File: src/rtl/cert_chain_ctrl.sv
// Certificate chain walker: issues one GET_CERTIFICATE per chain entry, checks each response
// header, hands the payload to an external comparator, and reports done/failed with a reason code.
module cert_chain_ctrl #(
  parameter int unsigned PAYLOAD_W   = 256,
  parameter int unsigned SLOT_W      = 2,
  parameter int unsigned CNT_W       = 4,
  parameter int unsigned MAX_CERTS   = 8,
  parameter int unsigned TIMEOUT_CYC = 1024,
  parameter int unsigned MAX_RETRY   = 2
) (
  input  logic                 clk,
  input  logic                 reset,
  input  logic                 start,
  input  logic                 abort,
  input  logic [SLOT_W-1:0]    slot,
  input  logic [CNT_W-1:0]     num_certs,
  output logic                 req_valid,
  input  logic                 req_ready,
  output logic [15:0]          req_header,
  output logic [PAYLOAD_W-1:0] req_payload,
  input  logic                 rsp_valid,
  input  logic [15:0]          rsp_header,
  input  logic [PAYLOAD_W-1:0] rsp_payload,
  output logic                 cmp_start,
  output logic [CNT_W-1:0]     cmp_index,
  output logic [PAYLOAD_W-1:0] cmp_payload,
  input  logic                 cmp_done,
  input  logic                 cmp_pass,
  output logic                 busy,
  output logic                 done,
  output logic                 failed,
  output logic [2:0]           fail_code,
  output logic [CNT_W-1:0]     cert_index
);

  localparam int unsigned TMR_W = $clog2(TIMEOUT_CYC);
  localparam int unsigned RTY_W = (MAX_RETRY > 0) ? $clog2(MAX_RETRY + 1) : 1;

  localparam logic [15:0] GET_CERT_HDR = 16'h0181;
  localparam logic [15:0] CERT_RSP_HDR = 16'h0102;

  localparam logic [2:0] FC_BAD_COUNT = 3'd1;
  localparam logic [2:0] FC_TIMEOUT   = 3'd2;
  localparam logic [2:0] FC_BAD_HDR   = 3'd3;
  localparam logic [2:0] FC_CMP_FAIL  = 3'd4;
  localparam logic [2:0] FC_ABORT     = 3'd5;

  typedef enum logic [2:0] {
    S_IDLE, S_REQ, S_WAIT_RSP, S_CMP, S_NEXT, S_DONE, S_FAIL
  } state_t;

  state_t            state;
  logic [SLOT_W-1:0] slot_q;
  logic [CNT_W-1:0]  num_q;
  logic [TMR_W-1:0]  timer;
  logic [RTY_W-1:0]  retry;

  // The comparator always works on the certificate currently being walked.
  assign cmp_index = cert_index;

  always_ff @(posedge clk) begin
    if (reset) begin
      state       <= S_IDLE;
      slot_q      <= '0;
      num_q       <= '0;
      timer       <= '0;
      retry       <= '0;
      req_valid   <= 1'b0;
      req_header  <= '0;
      req_payload <= '0;
      cmp_start   <= 1'b0;
      cmp_payload <= '0;
      busy        <= 1'b0;
      done        <= 1'b0;
      failed      <= 1'b0;
      fail_code   <= '0;
      cert_index  <= '0;
    end else begin
      cmp_start <= 1'b0;
      if (abort && (state inside {S_REQ, S_WAIT_RSP, S_CMP, S_NEXT})) begin
        state     <= S_FAIL;
        req_valid <= 1'b0;
        busy      <= 1'b0;
        failed    <= 1'b1;
        fail_code <= FC_ABORT;
      end else begin
        case (state)
          S_IDLE, S_DONE, S_FAIL: begin
            if (start) begin
              slot_q     <= slot;
              num_q      <= num_certs;
              done       <= 1'b0;
              failed     <= 1'b0;
              fail_code  <= '0;
              cert_index <= '0;
              retry      <= '0;
              req_header <= GET_CERT_HDR;
              if ((num_certs == '0) || (num_certs > CNT_W'(MAX_CERTS))) begin
                state     <= S_FAIL;
                failed    <= 1'b1;
                fail_code <= FC_BAD_COUNT;
              end else begin
                state       <= S_REQ;
                req_valid   <= 1'b1;
                busy        <= 1'b1;
                req_payload <= PAYLOAD_W'({slot, CNT_W'(0)});
              end
            end
          end
          S_REQ: begin
            if (req_ready) begin
              state     <= S_WAIT_RSP;
              req_valid <= 1'b0;
              timer     <= '0;
            end
          end
          S_WAIT_RSP: begin
            // A response landing on the timeout cycle still counts.
            if (rsp_valid) begin
              if (rsp_header == CERT_RSP_HDR) begin
                state       <= S_CMP;
                cmp_payload <= rsp_payload;
                cmp_start   <= 1'b1;
              end else begin
                state     <= S_FAIL;
                busy      <= 1'b0;
                failed    <= 1'b1;
                fail_code <= FC_BAD_HDR;
              end
            end else if (timer == TMR_W'(TIMEOUT_CYC - 1)) begin
              if (retry < RTY_W'(MAX_RETRY)) begin
                state     <= S_REQ;
                retry     <= retry + RTY_W'(1);
                req_valid <= 1'b1;
              end else begin
                state     <= S_FAIL;
                busy      <= 1'b0;
                failed    <= 1'b1;
                fail_code <= FC_TIMEOUT;
              end
            end else begin
              timer <= timer + TMR_W'(1);
            end
          end
          S_CMP: begin
            if (cmp_done) begin
              if (cmp_pass) begin
                state <= S_NEXT;
              end else begin
                state     <= S_FAIL;
                busy      <= 1'b0;
                failed    <= 1'b1;
                fail_code <= FC_CMP_FAIL;
              end
            end
          end
          S_NEXT: begin
            if (cert_index == num_q - CNT_W'(1)) begin
              state <= S_DONE;
              busy  <= 1'b0;
              done  <= 1'b1;
            end else begin
              state       <= S_REQ;
              cert_index  <= cert_index + CNT_W'(1);
              retry       <= '0;
              req_valid   <= 1'b1;
              req_payload <= PAYLOAD_W'({slot_q, cert_index + CNT_W'(1)});
            end
          end
          default: state <= S_IDLE;
        endcase
      end
    end
  end

endmodule
File: config.mk
export PLATFORM = sky130hd
export DESIGN_NAME = cert_chain_ctrl
export DESIGN_NICKNAME = d
export VERILOG_FILES = /design/src/rtl/cert_chain_ctrl.sv
export SDC_FILE = /design/constraint.sdc
export NUM_CORES = 1
export LEC_CHECK = 0
export CORE_AREA = 2 2 323 325
export DETAILED_ROUTE_END_ITERATION = 8
export DIE_AREA = 0 0 325 327
export HOLD_SLACK_MARGIN = 0.03
export SETUP_SLACK_MARGIN = 0.3
export SLEW_MARGIN = 20
export SYNTH_ARGS = -nofsm -noshare
export SYNTH_HDL_FRONTEND = slang
export SYNTH_SLANG_ARGS = --single-unit
export TNS_END_PERCENT = 10
File: constraint.sdc
create_clock -name clk -period 3.5 [get_ports clk]
set_input_delay 0.525 -clock clk [delete_from_list [all_inputs] [get_ports clk]]
set_output_delay 0.525 -clock clk [all_outputs]
set_load 0.1 [all_outputs]
==> run_summary.xml, run 1 <==
<?xml version="1.0" encoding="UTF-8"?>
<metrics>
  <group name="power_and_ir_drop">
    <metric name="power.net_switching" unit="W">0.003921</metric>
    <metric name="switching_share" unit="">0.3764</metric>
    <metric name="worst_ir_drop_vdd" unit="mV">0.3766</metric>
    <metric name="power_density" unit="nW/um^2">506.1</metric>
    <metric name="clock_share_of_power" unit="">0.386</metric>
    <metric name="total_leakage_power" unit="nW">7.122</metric>
    <metric name="power_frac_seq" unit="">0.340</metric>
    <metric name="internal-power" unit="W">0.006495</metric>
    <metric name="combPwrFrac" unit="">0.274</metric>
  </group>
  <group name="critical_path">
    <metric name="crit_path_start" unit="">state[2]</metric>
    <metric name="worstPathRequired" unit="ns">3.99</metric>
    <metric name="cp_data_arrival_time" unit="ns">3.24</metric>
    <metric name="path_buf_inv" unit="">2</metric>
    <metric name="critical-path-top-delay-family" unit="">simple AND/OR/NAND/NOR gates</metric>
    <metric name="setup.worst_path.end_class" unit="">flip-flop</metric>
    <metric name="critPathKind" unit="">flip-flop to flip-flop</metric>
    <metric name="cp-start-kind" unit="">flip-flop</metric>
    <metric name="critical_path_peak_fanout" unit="">57</metric>
    <metric name="worstReg2RegStart" unit="">state[2]</metric>
    <metric name="crit_path_top_delay_cell" unit="">or3_4</metric>
    <metric name="slowest_delay" unit="ns">0.49</metric>
    <metric name="cp_cell_sequence" unit="">or3_4, and3_1, nor4_4, buf_12, buf_4, nand2_1, a21oi_1</metric>
  </group>
  <group name="synthesis">
    <metric name="number_of_synthesized_flops_with_an_enable_pin" unit="">0</metric>
    <metric name="synth.cell_area" unit="um^2">13310</metric>
    <metric name="netlist_instances" unit="">1677</metric>
    <metric name="asyncSetResetFlopFracSynth" unit="">0</metric>
    <metric name="synthDominantAreaCellType" unit="">dfxtp_1</metric>
    <metric name="yosysSeqAreaShare" unit="">0.4453</metric>
    <metric name="most_area_consuming_cells_after_synthesis" unit="">dfxtp_1, buf_4, nand2_1</metric>
    <metric name="synth-warning-count" unit="">0</metric>
    <metric name="synth_ff_type" unit="">dfxtp_1</metric>
    <metric name="postSynthAreaPerCell" unit="um^2">7.935</metric>
    <metric name="synth_cell_type_count" unit="">65</metric>
    <metric name="postSynthRegisterBits" unit="">296</metric>
    <metric name="yosys.area.top_type_share" unit="">0.4453</metric>
  </group>
  <group name="global_routing">
    <metric name="antenna_found_initial" unit="">5</metric>
    <metric name="grt.total_usage" unit="">0.08549</metric>
    <metric name="grt_start_max_net_pins" unit="">125</metric>
    <metric name="via_count_of_the_first_global_routing_pass" unit="">11400</metric>
    <metric name="grt_pass1_wl" unit="mm">70.37</metric>
    <metric name="overflow" unit="">0</metric>
  </group>
  <group name="routing">
    <metric name="dr.pass1.iters" unit="">5</metric>
    <metric name="route.detailed.drc" unit="">0</metric>
    <metric name="routed_wirelength" unit="mm">48.56</metric>
    <metric name="wire_per_inst" unit="um">13.42</metric>
    <metric name="antenna_left" unit="">0</metric>
    <metric name="drt-initial-drc-count" unit="">538</metric>
    <metric name="post_drt_via_cell_ratio" unit="">3.351</metric>
    <metric name="vias" unit="">12120</metric>
  </group>
  <group name="die">
    <metric name="design.portCount" unit="">830</metric>
    <metric name="fp.dieArea" unit="um^2">106300</metric>
    <metric name="fp-row-count" unit="">118</metric>
    <metric name="core" unit="um^2">102900</metric>
    <metric name="floorplan.initialDensity" unit="">0.1293</metric>
    <metric name="die_h" unit="um">327</metric>
    <metric name="die-width" unit="um">325</metric>
  </group>
  <group name="placed_design">
    <metric name="place.gp.congestion" unit="">0.7791</metric>
    <metric name="placement.setup.worst_slack" unit="ns">0.3557</metric>
    <metric name="place.detailed.hpwl" unit="mm">37.05</metric>
    <metric name="placement.cell_area" unit="um^2">19320</metric>
    <metric name="place.detailed.instances" unit="">3549</metric>
    <metric name="portBuffers" unit="">566</metric>
  </group>
  <group name="final_layout">
    <metric name="stdcell_count" unit="">3617</metric>
    <metric name="nFillCells" unit="">11490</metric>
    <metric name="area.growth.synth_to_final" unit="%">54.67</metric>
    <metric name="storage_element_area" unit="um^2">5926</metric>
    <metric name="finalInstanceArea" unit="um^2">20580</metric>
    <metric name="nNetsFinal" unit="">2498</metric>
    <metric name="multi_input_area" unit="um^2">5682</metric>
    <metric name="drive_above_1_share" unit="">0.06127</metric>
  </group>
  <group name="timing">
    <metric name="totalNegativeSetupSlack" unit="ns">0</metric>
    <metric name="rsz_0062_raised_after_global_routing" unit="">no</metric>
    <metric name="finalClockSkew" unit="ns">0.01921</metric>
    <metric name="min_period_over_period" unit="">0.7863</metric>
    <metric name="max_freq" unit="MHz">363.4</metric>
    <metric name="hold_viol" unit="">0</metric>
    <metric name="final.hold.worst_slack" unit="ns">0.3288</metric>
    <metric name="report.final.setup_viol" unit="">0</metric>
    <metric name="final.setup.worst_slack" unit="ns">0.7480</metric>
    <metric name="slew_headroom" unit="">0.2914</metric>
    <metric name="max_slew.worst_pin.slew" unit="ns">1.060</metric>
    <metric name="min_period" unit="ns">2.752</metric>
    <metric name="fin_max_slew_vios" unit="">0</metric>
  </group>
  <group name="hold_path">
    <metric name="hold_start" unit="">reset</metric>
    <metric name="min-delay-path-class" unit="">input pin to flip-flop</metric>
  </group>
  <group name="cts">
    <metric name="cts.clk_slew.worst_paths" unit="ns">0.06</metric>
    <metric name="cts.root.buffer_cell" unit="">clkbuf_16</metric>
    <metric name="post_cts_buffers" unit="">0</metric>
    <metric name="number_of_clock_sinks" unit="">296</metric>
    <metric name="cts-buffers-inserted" unit="">38</metric>
    <metric name="tritoncts" unit="">done</metric>
    <metric name="cts-root-to-sink-buffers" unit="">3</metric>
    <metric name="clkLatencyLatePin" unit="ns">0.56</metric>
    <metric name="htreeDepth" unit="">2</metric>
    <metric name="ctsResizeCount" unit="">0</metric>
    <metric name="cts_hold_repair.buffers" unit="">0</metric>
  </group>
  <group name="flow_run">
    <metric name="cap_violations" unit="">0</metric>
  </group>
  <group name="run_status">
    <metric name="outcome" unit="">complete, no violations</metric>
  </group>
</metrics>
per-stage QoR:
stage               power (W)    util
global route          0.01087  0.2000
finish                0.01042  0.2000
floorplan            0.006046       -
global placement     0.006460  0.1877
detailed placement   0.006461  0.1877
CTS                   0.01062  0.2000
layout make-up:
type                       instances  share of cell area
sequential                       296              0.2879
timing repair buffer             602              0.2893
clock buffer                      51             0.05252
antenna                            1           0.0001216
inverter                           7            0.001277
tap                             1380             0.08389
multi-input combinational       1264              0.2760
clock inverter                    16            0.008936
cell usage after synthesis (all sizes together) (3+ instances only):
cell,count
nand2,538
buf,328
dfxtp,296
a21oi,280
clkbuf,44
nor2,29
o21ai,20
xnor2,14
nand3,12
nor3,8
inv,7
nand4,5
nor3b,5
o31ai,5
a311oi,4
and2,4
mux2i,4
nor2b,4
nor4,4
or3,4
a22oi,3
and3,3
and4,3
ha,3
nand4b,3
nor4b,3
or4,3
xor2,3
flip-flops by register name, summed over array words and instances (netlist names):
signal and flops:
slot_q 2, cmp_payload 256, req_valid 1, req_payload 6, num_q 4, req_header 1
timer 10, busy 1, done 1, failed 1, retry 2, cert_index 4
fail_code 3, state 3, cmp_start 1
layout by cell type (no fill, tap or decap), drive strengths merged, types with 5 or more instances in the layout:
master,Yosys,final
nand2,538,538
clkdlybuf4s50,0,536
dfxtp,296,296
a21oi,280,280
conb,1,263
buf,328,66
clkbuf,44,51
nor2,29,29
o21ai,20,20
xnor2,14,14
nand3,12,12
inv,7,9
nor3,8,8
clkinv,0,7
nand4,5,5
o31ai,5,5
nor3b,5,5
per-layer routing:
layer	share of wire	vias up	routed length, um	GRT usage
met4	0.024	8	1159	0.02899
met2	0.46	517	22440	0.1383
met1	0.41	5535	19900	0.1004
met3	0.10	67	5001	0.03809
li1	-	5995	-	-
met5	0.0011	-	54	0
cell families after synthesis:
logic type,synth area share
flops,0.4453
fa+ha+maj,0.002821
compound gates,0.1348
mux,0.004701
xor+xnor,0.01298
buf+inv,0.2023
other cells,0.0002818
simple gates,0.1968
power groups by stage:
stage	combinational, W	clock, W	sequential (W)
global placement	0.00285	0	0.00361
floorplan	0.00217	0	0.00387
finish	0.00286	0.00402	0.00354
global route	0.00300	0.00432	0.00355
CTS	0.00286	0.00422	0.00354
detailed placement	0.00285	0	0.00361
final timing paths:
| check | cells past startpoint | to | slack [ns] |
|---|---|---|---|
| worst max register to register | 7 | cmp_payload[70] | 0.75 |
| worst min-delay path | 2 | cmp_payload[24] | 0.33 |
| worst max-delay path | 7 | cmp_payload[70] | 0.75 |
| worst min register to register | 2 | cmp_payload[36] | 0.45 |
Power figures use the tool's default switching activity.
==> run 2, diff against run 1 <==
Settings changed: CORE_AREA 2 2 323 325 to 2 2 321 323, DIE_AREA 0 0 325 327 to 0 0 323 325.
Clock period 3.5 ns to 2.4 ns, I/O delays scaled along.
==> run 2 against run 1 <==
  * Final cell count grew 2.0%
  * Clock-buffer cell count increased by 3
  * Flip-flop and latch count unchanged
  * Maximum frequency up 28%
  * Cell area is 3.6% higher
  * Setup slack lost 0.49 ns
  * First-iteration DRC count shrank 5.8%
  * Die area down 1.2%
==> run_summary.xml, run 2 (synthesized netlist as in run 1, its figures left out) <==
<?xml version="1.0" encoding="UTF-8"?>
<metrics>
  <group name="final_layout">
    <metric name="drive_above_1_share" unit="">0.2149</metric>
    <metric name="fin_util" unit="">0.2106</metric>
    <metric name="most-common-layout-cells" unit="">nand2_1, buf_4, dfxtp_1, clkdlybuf4s50_1, a21oi_1</metric>
    <metric name="final_common_cell" unit="">nand2_1</metric>
    <metric name="stdcell_count" unit="">3689</metric>
    <metric name="area.growth.synth_to_final" unit="%">60.29</metric>
    <metric name="largest_reg_flops" unit="">256</metric>
    <metric name="nNetsFinal" unit="">2578</metric>
    <metric name="layout_top_registers" unit="">cmp_payload x256, timer x10, req_payload x6</metric>
    <metric name="registers.top_by_ff_count" unit="">cmp_payload</metric>
  </group>
  <group name="routing">
    <metric name="post_drt_via_cell_ratio" unit="">3.410</metric>
    <metric name="vias" unit="">12580</metric>
    <metric name="antenna_left" unit="">0</metric>
    <metric name="routed_wirelength" unit="mm">53.77</metric>
    <metric name="route.detailed.drc" unit="">0</metric>
    <metric name="dr.pass1.iters" unit="">4</metric>
    <metric name="wire_per_inst" unit="um">14.57</metric>
    <metric name="drt-initial-drc-count" unit="">507</metric>
  </group>
  <group name="critical_path">
    <metric name="cp_data_arrival_time" unit="ns">2.58</metric>
    <metric name="worstReg2RegStart" unit="">state[1]</metric>
    <metric name="crit_path_top_delay_cell" unit="">or4_4</metric>
    <metric name="r2r_slack" unit="ns">0.25</metric>
    <metric name="slowest_delay" unit="ns">0.51</metric>
    <metric name="cp-start-kind" unit="">flip-flop</metric>
    <metric name="timing.rr.end" unit="">cmp_payload[74]</metric>
    <metric name="worst-r2r-cell-count" unit="">8</metric>
    <metric name="critPathKind" unit="">flip-flop to flip-flop</metric>
    <metric name="setup.worst_path.end_class" unit="">flip-flop</metric>
    <metric name="critical_path_peak_fanout" unit="">8</metric>
    <metric name="library_cell_appearing_most_often_on_the_critical_path" unit="">buf_6</metric>
    <metric name="cp_cell_sequence" unit="">or3_4, and3_4, or4_4, buf_12, buf_6, buf_6, nand2_1, a21oi_1</metric>
    <metric name="worstPathRequired" unit="ns">2.83</metric>
  </group>
  <group name="placed_design">
    <metric name="place.gp.congestion" unit="">0.8016</metric>
    <metric name="place.detailed.instances" unit="">3594</metric>
    <metric name="portBuffers" unit="">566</metric>
    <metric name="place.detailed.hpwl" unit="mm">39.24</metric>
  </group>
  <group name="global_routing">
    <metric name="antenna_found_initial" unit="">5</metric>
    <metric name="via_count_of_the_first_global_routing_pass" unit="">11800</metric>
    <metric name="grt.total_usage" unit="">0.09033</metric>
    <metric name="grt_pass1_wl" unit="mm">72.24</metric>
    <metric name="overflow" unit="">0</metric>
    <metric name="grt_start_max_net_pins" unit="">93</metric>
  </group>
  <group name="die">
    <metric name="core" unit="um^2">101300</metric>
    <metric name="fp.dieArea" unit="um^2">105000</metric>
    <metric name="fp-row-count" unit="">117</metric>
    <metric name="die-width" unit="um">323</metric>
    <metric name="design.portCount" unit="">830</metric>
    <metric name="die_h" unit="um">325</metric>
    <metric name="floorplan.initialDensity" unit="">0.1314</metric>
  </group>
  <group name="timing">
    <metric name="finalClockSkew" unit="ns">0.01240</metric>
    <metric name="max_slew.worst_pin.slew" unit="ns">0.6778</metric>
    <metric name="rsz_0062_raised_after_global_routing" unit="">yes</metric>
    <metric name="max_freq" unit="MHz">466.2</metric>
    <metric name="min_period_over_period" unit="">0.8938</metric>
    <metric name="min_period" unit="ns">2.145</metric>
    <metric name="hold_viol" unit="">0</metric>
    <metric name="slew_headroom" unit="">0.5451</metric>
    <metric name="fin_max_slew_vios" unit="">0</metric>
    <metric name="report.final.setup_viol" unit="">0</metric>
  </group>
  <group name="cts">
    <metric name="clkLatencyLatePin" unit="ns">0.57</metric>
    <metric name="cts-root-to-sink-buffers" unit="">3</metric>
    <metric name="cts.root.buffer_cell" unit="">clkbuf_16</metric>
    <metric name="htreeDepth" unit="">2</metric>
    <metric name="cts-buffers-inserted" unit="">39</metric>
    <metric name="tritoncts" unit="">done</metric>
    <metric name="cts.clk_slew.worst_paths" unit="ns">0.06</metric>
    <metric name="number_of_clock_sinks" unit="">296</metric>
    <metric name="cts_hold_repair.buffers" unit="">0</metric>
  </group>
  <group name="power_and_ir_drop">
    <metric name="power_density" unit="nW/um^2">765.0</metric>
    <metric name="total_leakage_power" unit="nW">8.329</metric>
    <metric name="worst_ir_drop_vdd" unit="mV">0.4529</metric>
    <metric name="power" unit="W">0.01632</metric>
  </group>
  <group name="run_status">
    <metric name="outcome" unit="">complete, no violations</metric>
  </group>
  <group name="hold_path">
    <metric name="min-delay-path-class" unit="">input pin to flip-flop</metric>
    <metric name="hold_start" unit="">reset</metric>
    <metric name="worst_hold_path.num_cells" unit="">2</metric>
    <metric name="hold-path-endpoint" unit="">timer[0]</metric>
  </group>
  <group name="flow_run">
    <metric name="cap_violations" unit="">0</metric>
  </group>
</metrics>
run 2: worst max-delay path by stage:
stage / end / startpoint
floorplan: cmp_payload[167] / state[1]
global placement: cmp_payload[229] / rsp_valid
detailed placement: cmp_payload[229] / rsp_header[11]
CTS: cmp_payload[61] / state[1]
global route: cmp_payload[162] / state[1]
finish: cmp_payload[74] / state[1]
run 2: what timing repair did:
item	4_1_cts	5_1_grt
pin swaps	11	2
setup buffers	7	4
endpoints found under the setup margin	265	276
resized for setup	35	26
gates cloned	2	9
run 2: per-stage QoR:
step                setup WS (ns)  TNS [ns]  area (um^2)  hold slack (ns)
global route               0.1725         0        21320           0.1315
floorplan                  0.1726         0        14320           0.4360
global placement          -0.3088    -59.65        19260           0.4378
detailed placement        -0.3606    -70.95        19260           0.4439
finish                     0.2549         0        21330           0.1823
CTS                        0.2661         0        20940           0.1017
run 2: critical path, delay by kind of cell (launching register included):
family | cells | cell delay, ns
and+or+nand+nor | 4 | 1.12
buffers and inverters | 3 | 0.45
DFF | 1 | 0.36
AOI/OAI and AO/OA | 1 | 0.06
run 2: layout make-up:
| type | count | area, um^2 |
|---|---|---|
| diodes | 4 | 10.01 |
| clock buffers | 54 | 1145 |
| clock inverters | 15 | 305.3 |
| fillers | 11340 | 79970 |
| inverters | 7 | 26.28 |
| multi-input cells | 1264 | 5747 |
| flip-flops and latches | 296 | 5944 |
| well taps | 1368 | 1712 |
| repair buffers | 681 | 6441 |
run 2: where the power goes:
group,internal (W),total [W],switching (W)
combinational,0.00119,0.00452,0.00333
clock,0.00429,0.00666,0.00238
sequential,0.00504,0.00513,0.0000965
run 2: per-layer routing:
layer,wire length (um),track usage,vias up
met1,21510,0.1048,5811
met2,25890,0.1511,524
met3,5052,0.03449,68
met4,1281,0.03064,4
met5,31,0,-
li1,-,-,6173
==> run 3, diff against run 2 <==
Settings changed: CAP_MARGIN from default to 10, SLEW_MARGIN 20 to default.
==> results of run 3 <==
Same layout as run 2: the final DEF is identical, and so are final timing and power.
